File: config.mk
export PLATFORM = sky130hd
export DESIGN_NAME = controle_lampada_flat
export DESIGN_NICKNAME = d
export VERILOG_FILES = /design/src/rtl/controle_lampada_if.sv /design/src/rtl/controle_lampada.sv /design/src/flat_wrapper.sv
export SDC_FILE = /design/constraint.sdc
export NUM_CORES = 1
export LEC_CHECK = 0
export CAP_MARGIN = 20
export CELL_PAD_IN_SITES_DETAIL_PLACEMENT = 1
export CELL_PAD_IN_SITES_GLOBAL_PLACEMENT = 1
export CORE_MARGIN = 2
export CORE_UTILIZATION = 45
export CTS_CLUSTER_SIZE = 16
export DETAILED_ROUTE_END_ITERATION = 8
export PLACE_DENSITY = 0.87
export SYNTH_ARGS = -nofsm -noshare
export SYNTH_HDL_FRONTEND = slang
export SYNTH_SLANG_ARGS = --single-unit
File: constraint.sdc
create_clock -name clk -period 4.8 [get_ports clk]
set_clock_uncertainty 0.1 [all_clocks]
set_input_delay 0.96 -clock clk [delete_from_list [all_inputs] [get_ports clk]]
set_output_delay 0.96 -clock clk [all_outputs]
set_load 0.05 [all_outputs]
File: src/rtl/controle_lampada_if.sv
// Lamp controller bus: the button and shutdown pulse go in, lamp/mode/enable come out.
interface controle_lampada_if;
   logic push_button;  // raw button, 1 = pressed
   logic C;            // one-cycle auto-shutdown pulse from the timer
   logic L;            // lamp drive, 1 = on
   logic enable;       // timer enable, L & auto_mode
   logic auto_mode;    // 1 = automatic shutdown active

   // Environment side: drives the button and the timer pulse.
   modport master (
      output push_button,
      output C,
      input  L,
      input  enable,
      input  auto_mode
   );

   // Controller side.
   modport slave (
      input  push_button,
      input  C,
      output L,
      output enable,
      output auto_mode
   );
endinterface

File: src/rtl/controle_lampada.sv
// Lamp-side controller: debounces the button, tells short presses (toggle lamp)
// from long presses (toggle automatic mode), and applies the timer's
// auto-shutdown pulse. Every output comes straight from a flop.
module controle_lampada #(
   parameter int DEBOUNCE_T   = 100,
   parameter int LONG_PRESS_T = 3000
) (
   input  logic                  clk,
   input  logic                  rst,
   controle_lampada_if.slave     bus
);

   localparam logic [15:0] DEB_C  = 16'(DEBOUNCE_T);
   localparam logic [15:0] LONG_C = 16'(LONG_PRESS_T);

   typedef enum logic {
      SOLTO       = 1'b0,
      PRESSIONADO = 1'b1
   } press_state_t;

   press_state_t state_q, state_d;
   logic [15:0]  tp_q, tp_d;
   logic         l_q, l_d;
   logic         auto_q, auto_d;
   logic         enable_q, enable_d;
   logic         release_s;
   logic         short_s;
   logic         long_s;
   logic         c_eff_s;

   // Classify the release and work out the next lamp, mode and counter values.
   always_comb begin
      release_s = (state_q == PRESSIONADO) && !bus.push_button;
      long_s    = release_s && (tp_q >= LONG_C);
      short_s   = release_s && (tp_q >= DEB_C) && (tp_q < LONG_C);
      // The timer pulse only matters while the lamp is on in automatic mode;
      // otherwise it is dropped and never remembered.
      c_eff_s   = bus.C && auto_q && l_q;

      // Counter saturates at the long-press threshold so a held button never wraps.
      if (bus.push_button) begin
         if (tp_q >= LONG_C) begin
            tp_d = LONG_C;
         end else begin
            tp_d = tp_q + 16'd1;
         end
      end else begin
         tp_d = 16'd0;
      end

      case (state_q)
         SOLTO: begin
            if (bus.push_button) begin
               state_d = PRESSIONADO;
            end else begin
               state_d = SOLTO;
            end
         end
         PRESSIONADO: begin
            if (!bus.push_button) begin
               state_d = SOLTO;
            end else begin
               state_d = PRESSIONADO;
            end
         end
         default: state_d = SOLTO;
      endcase

      if (short_s) begin
         l_d = ~l_q;
      end else begin
         l_d = l_q;
      end

      if (long_s) begin
         auto_d = ~auto_q;
      end else begin
         auto_d = auto_q;
      end

      // Shutdown wins over a short-press toggle on the same edge.
      if (c_eff_s) begin
         l_d = 1'b0;
      end else begin
         l_d = l_d;
      end

      enable_d = l_d & auto_d;
   end

   // Press FSM, counter and registered outputs.
   always_ff @(posedge clk or posedge rst) begin
      if (rst) begin
         state_q  <= SOLTO;
         tp_q     <= 16'd0;
         l_q      <= 1'b0;
         auto_q   <= 1'b1;
         enable_q <= 1'b0;
      end else begin
         state_q  <= state_d;
         tp_q     <= tp_d;
         l_q      <= l_d;
         auto_q   <= auto_d;
         enable_q <= enable_d;
      end
   end

   assign bus.L         = l_q;
   assign bus.auto_mode = auto_q;
   assign bus.enable    = enable_q;

endmodule

File: src/flat_wrapper.sv
// flat-port wrapper written by rule: the top's interface ports become plain ports
module controle_lampada_flat 
#(
   parameter int DEBOUNCE_T   = 100,
   parameter int LONG_PRESS_T = 3000
)
  (clk, rst, bus_push_button, bus_C, bus_L, bus_enable, bus_auto_mode);
  controle_lampada_if bus_i ();
  input  logic clk;
  input  logic rst;
  input wire logic [$bits(bus_i.push_button)-1:0] bus_push_button;
  input wire logic [$bits(bus_i.C)-1:0] bus_C;
  output wire logic [$bits(bus_i.L)-1:0] bus_L;
  output wire logic [$bits(bus_i.enable)-1:0] bus_enable;
  output wire logic [$bits(bus_i.auto_mode)-1:0] bus_auto_mode;
  assign bus_i.push_button = bus_push_button;
  assign bus_i.C = bus_C;
  assign bus_L = bus_i.L;
  assign bus_enable = bus_i.enable;
  assign bus_auto_mode = bus_i.auto_mode;
  controle_lampada #(.DEBOUNCE_T(DEBOUNCE_T), .LONG_PRESS_T(LONG_PRESS_T)) u_core (.clk(clk), .rst(rst), .bus(bus_i));
endmodule
==> key figures <==
Power
  • Leakage Power: 0.4367 nW
  • Flop pwr share: 0.580
  • Int Pwr: roughly 240 uW
  • Switching power: 104.5 uW
  • P per Cell Area: 307.7 mW/mm^2
  • Total power: 341.5 uW
  • Maximum VDD drop: 0.2721 mV
  • Switching share of total power: 0.3060
  • Comb power frac: 0.172
  • Clk pwr share: 0.248

Yosys
  • XOR/XNOR share of the synthesized area: 0.07995
  • Ys Warns: 0
  • Mapped Area: 985.9 sq um
  • Yosys cell types: 33
  • Avg Cell Area, Syn: 10.60 sq um
  • Post-synth EDFFs: 0
  • Synth Register Bits: 20
  • Synth area leader: dfrtp_1
  • Simple-gate area share of the yosys netlist: 0.1992
  • Compound-gate portion of the synthesized area: 0.1383
  • Top-area cell type share of the netlist area: 0.4822
  • Post-Syn Instances: 93
  • Register area share after synthesis: 0.5089
  • Synth Flop Type: dfrtp_1
  • Synth async-reset ratio: 1.000
  • Post-synthesis adder-cell area fraction: 0.02538
  • Area contributors post-synth: dfrtp_1, xnor2_1, a21boi_0
  • Multiplexer share of the synthesized area: 0.01015
  • Largest family of logic cells by synthesized area: simple AND/OR/NAND/NOR gates

Global routing
  • First-pass GRT wire length: ~3.6 mm
  • Vias in the first global route: 744
  • Largest net degree at the start of global routing: 21
  • Global Route Usage Sum: 0.1934
  • Antenna violations before repair: 0
  • Total gr overflow: 0

Hold path
  • Hold Path Cell Cnt: 1
  • Min-Delay Endpoint: u_core.tp_q[0]
  • Worst hold start: u_core.tp_q[0]
  • Type of the most critical hold path: register to register

Run status
  • Status: finished clean

Timing
  • FMAX: 357.9 MHz
  • Worst-Margin Slew: 0.7348 ns
  • Final Hold Vio Count: 0
  • Fin crit share: 0.5821
  • Pins Over Slew Limit: 0
  • Final setup vio count: 0
  • Relative slew margins: 0.5096
  • Unrepaired setup endpoints after global routing: no
  • Post-layout min period: 2.794 ns
  • Setup TNS: 0 ns

CTS
  • CTS tree: done
  • H-tree Lvls: 1
  • Clk sinks: 20
  • Clk Latency, worst-skew pair: 0.31 ns
  • Post-CTS sizing: 0
  • Max clock buf depth: 2
  • Clk root buf: clkbuf_4
  • Hold_buf cts: 0
  • Cts bufs inserted: 3
  • Post-CTS Repair Setup Buffers: 0
  • Reg clk slew, reported paths: 0.12 ns

Job
  • Max-Cap Viols: 0

Critical path
  • CP startpoint kind: register
  • Setup crit end kind: output pin
  • Critical path, cell by cell: clkdlybuf4s50_1
  • Crit path arrival time: roughly 1.7 ns
  • R2r endpoint: u_core.bus.L
  • Cell count along the critical path: 1
  • FF-to-FF path depth: 4
  • Crit path largest cell delay: 0.83 ns
  • CP top delay family: buffers and inverters
  • R2R setup slack: between 2 and 3 ns
  • Worst path required time: ~3.7 ns
  • Worst path slowest cell: clkdlybuf4s50_1
  • CP max FO: 6
  • CP bufs+invs: 1
  • Reg-to-Reg Start: u_core.tp_q[14]
  • Worst Setup SP: u_core.bus.auto_mode
  • Crit Path Class: register to output pin

Floorplanning
  • Die Width: 50.81 um
  • Full die area: 0.002582 sq mm
  • FP Rows: 16
  • Initial Util: 0.4876
  • IO Pins: 7
  • Core footprint: about 0.0020 sq mm
  • Die Ht: 50.81 um

Detailed routing
  • Routed WL: slightly below 2 mm
  • DRC viols: 0
  • Via density: 5.519
  • Iter 0 DRT Violations: 7
  • DR pass1 iterations: 4
  • Routed Antenna Nets: 0
  • Vias: just over 700
  • Per-cell routed wire length: about 15 um

Cells and area
  • Most frequent cells in the layout: dfrtp_1, nor2_1, xnor2_1
  • Fillcell total: 230
  • Area Growth Syn to Fin: 12.56%
  • Layout cells sized above 1: 0.1346
  • Fin nets: between 100 and 150
  • N_diodes: 0
  • Most common cell after layout, fill and taps aside: dfrtp_1

Placed design
  • Detailed Place HPWL: approximately 1.4 mm
  • GPL Wtd Cong: between 0.7 and 0.8
  • I/O Buffers: 6
-- routing by layer --
metal / wire length (um) / up-vias / GRT usage
met5: 0 / - / 0
met4: 45 / 0 / 0.09459
met3: 43 / 4 / 0.02632
met2: 973 / 9 / 0.3114
met1: 865 / 370 / 0.2583
li1: - / 340 / -
-- through the flow --
| stage | cells | hold slack, ns | util | setup slack, ns | area (sq um) |
|---|---|---|---|---|---|
| CTS | 131 | 0.4267 | 0.5489 | 1.991 | 1110 |
| global route | 131 | 0.4529 | 0.5489 | 1.971 | 1110 |
| floorplan | 96 | 0.3715 | - | 2.813 | 997.2 |
| finish | 131 | 0.4240 | 0.5489 | 2.006 | 1110 |
| detailed placement | 127 | 0.4060 | 0.5359 | 2.059 | 1084 |
| global placement | 127 | 0.4004 | 0.5359 | 2.117 | 1084 |
-- cell families (layout without fill, tap and decap cells) --
group                    Yosys count  in the layout
XOR/XNOR                           9              9
adder cells (fa/ha/maj)            2              2
other                              1              4
multiplexers                       1              1
buffers and inverters              9             17
AO/OA/AOI/OAI                     15             15
AND/OR/NAND/NOR                   36             36
flip-flops                        20             20
-- final cells by class --
class,instances,area [sq um],share of cell area
multi-input cells,67,461.7,0.4160
repair buffers,6,60.06,0.05412
clock buffers,4,26.28,0.02368
flip-flops and latches,20,501.7,0.4521
well taps,27,33.78,0.03044
inverters,7,26.28,0.02368
-- power groups by stage --
stage / registers (mW) / logic [mW] / clock network [mW]
2_1_floorplan: 0.218 / 0.0200 / 0
3_3_place_gp: 0.200 / 0.0571 / 0
3_5_place_dp: 0.201 / 0.0591 / 0
4_1_cts: 0.198 / 0.0596 / 0.0881
5_1_grt: 0.200 / 0.0633 / 0.0940
6_report: 0.198 / 0.0588 / 0.0845
-- worst max path at each step --
stage	to
final	bus_auto_mode
after global routing	bus_auto_mode
after CTS	bus_auto_mode
after detailed placement	u_core.bus.enable
after global placement	u_core.bus.enable
after floorplan	u_core.bus.enable
-- flip-flops by register name, summed over array words and instances, names as in the netlist --
name / cells
u_core.bus.enable: 1
u_core.tp_q: 16
u_core.bus.auto_mode: 1
u_core.bus.L: 1
u_core.state_q: 1
-- synth_stat cells (2+ instances only) --
master	instances
dfrtp_1	19
nor2_1	9
xnor2_1	8
inv_1	7
nand2_1	7
a21boi_0	6
nor3_1	5
a31o_2	2
clkbuf_1	2
ha_1	2
nand3_1	2
nand4_1	2
nor4_1	2
Note: power is estimated with default switching activity, not from simulation.
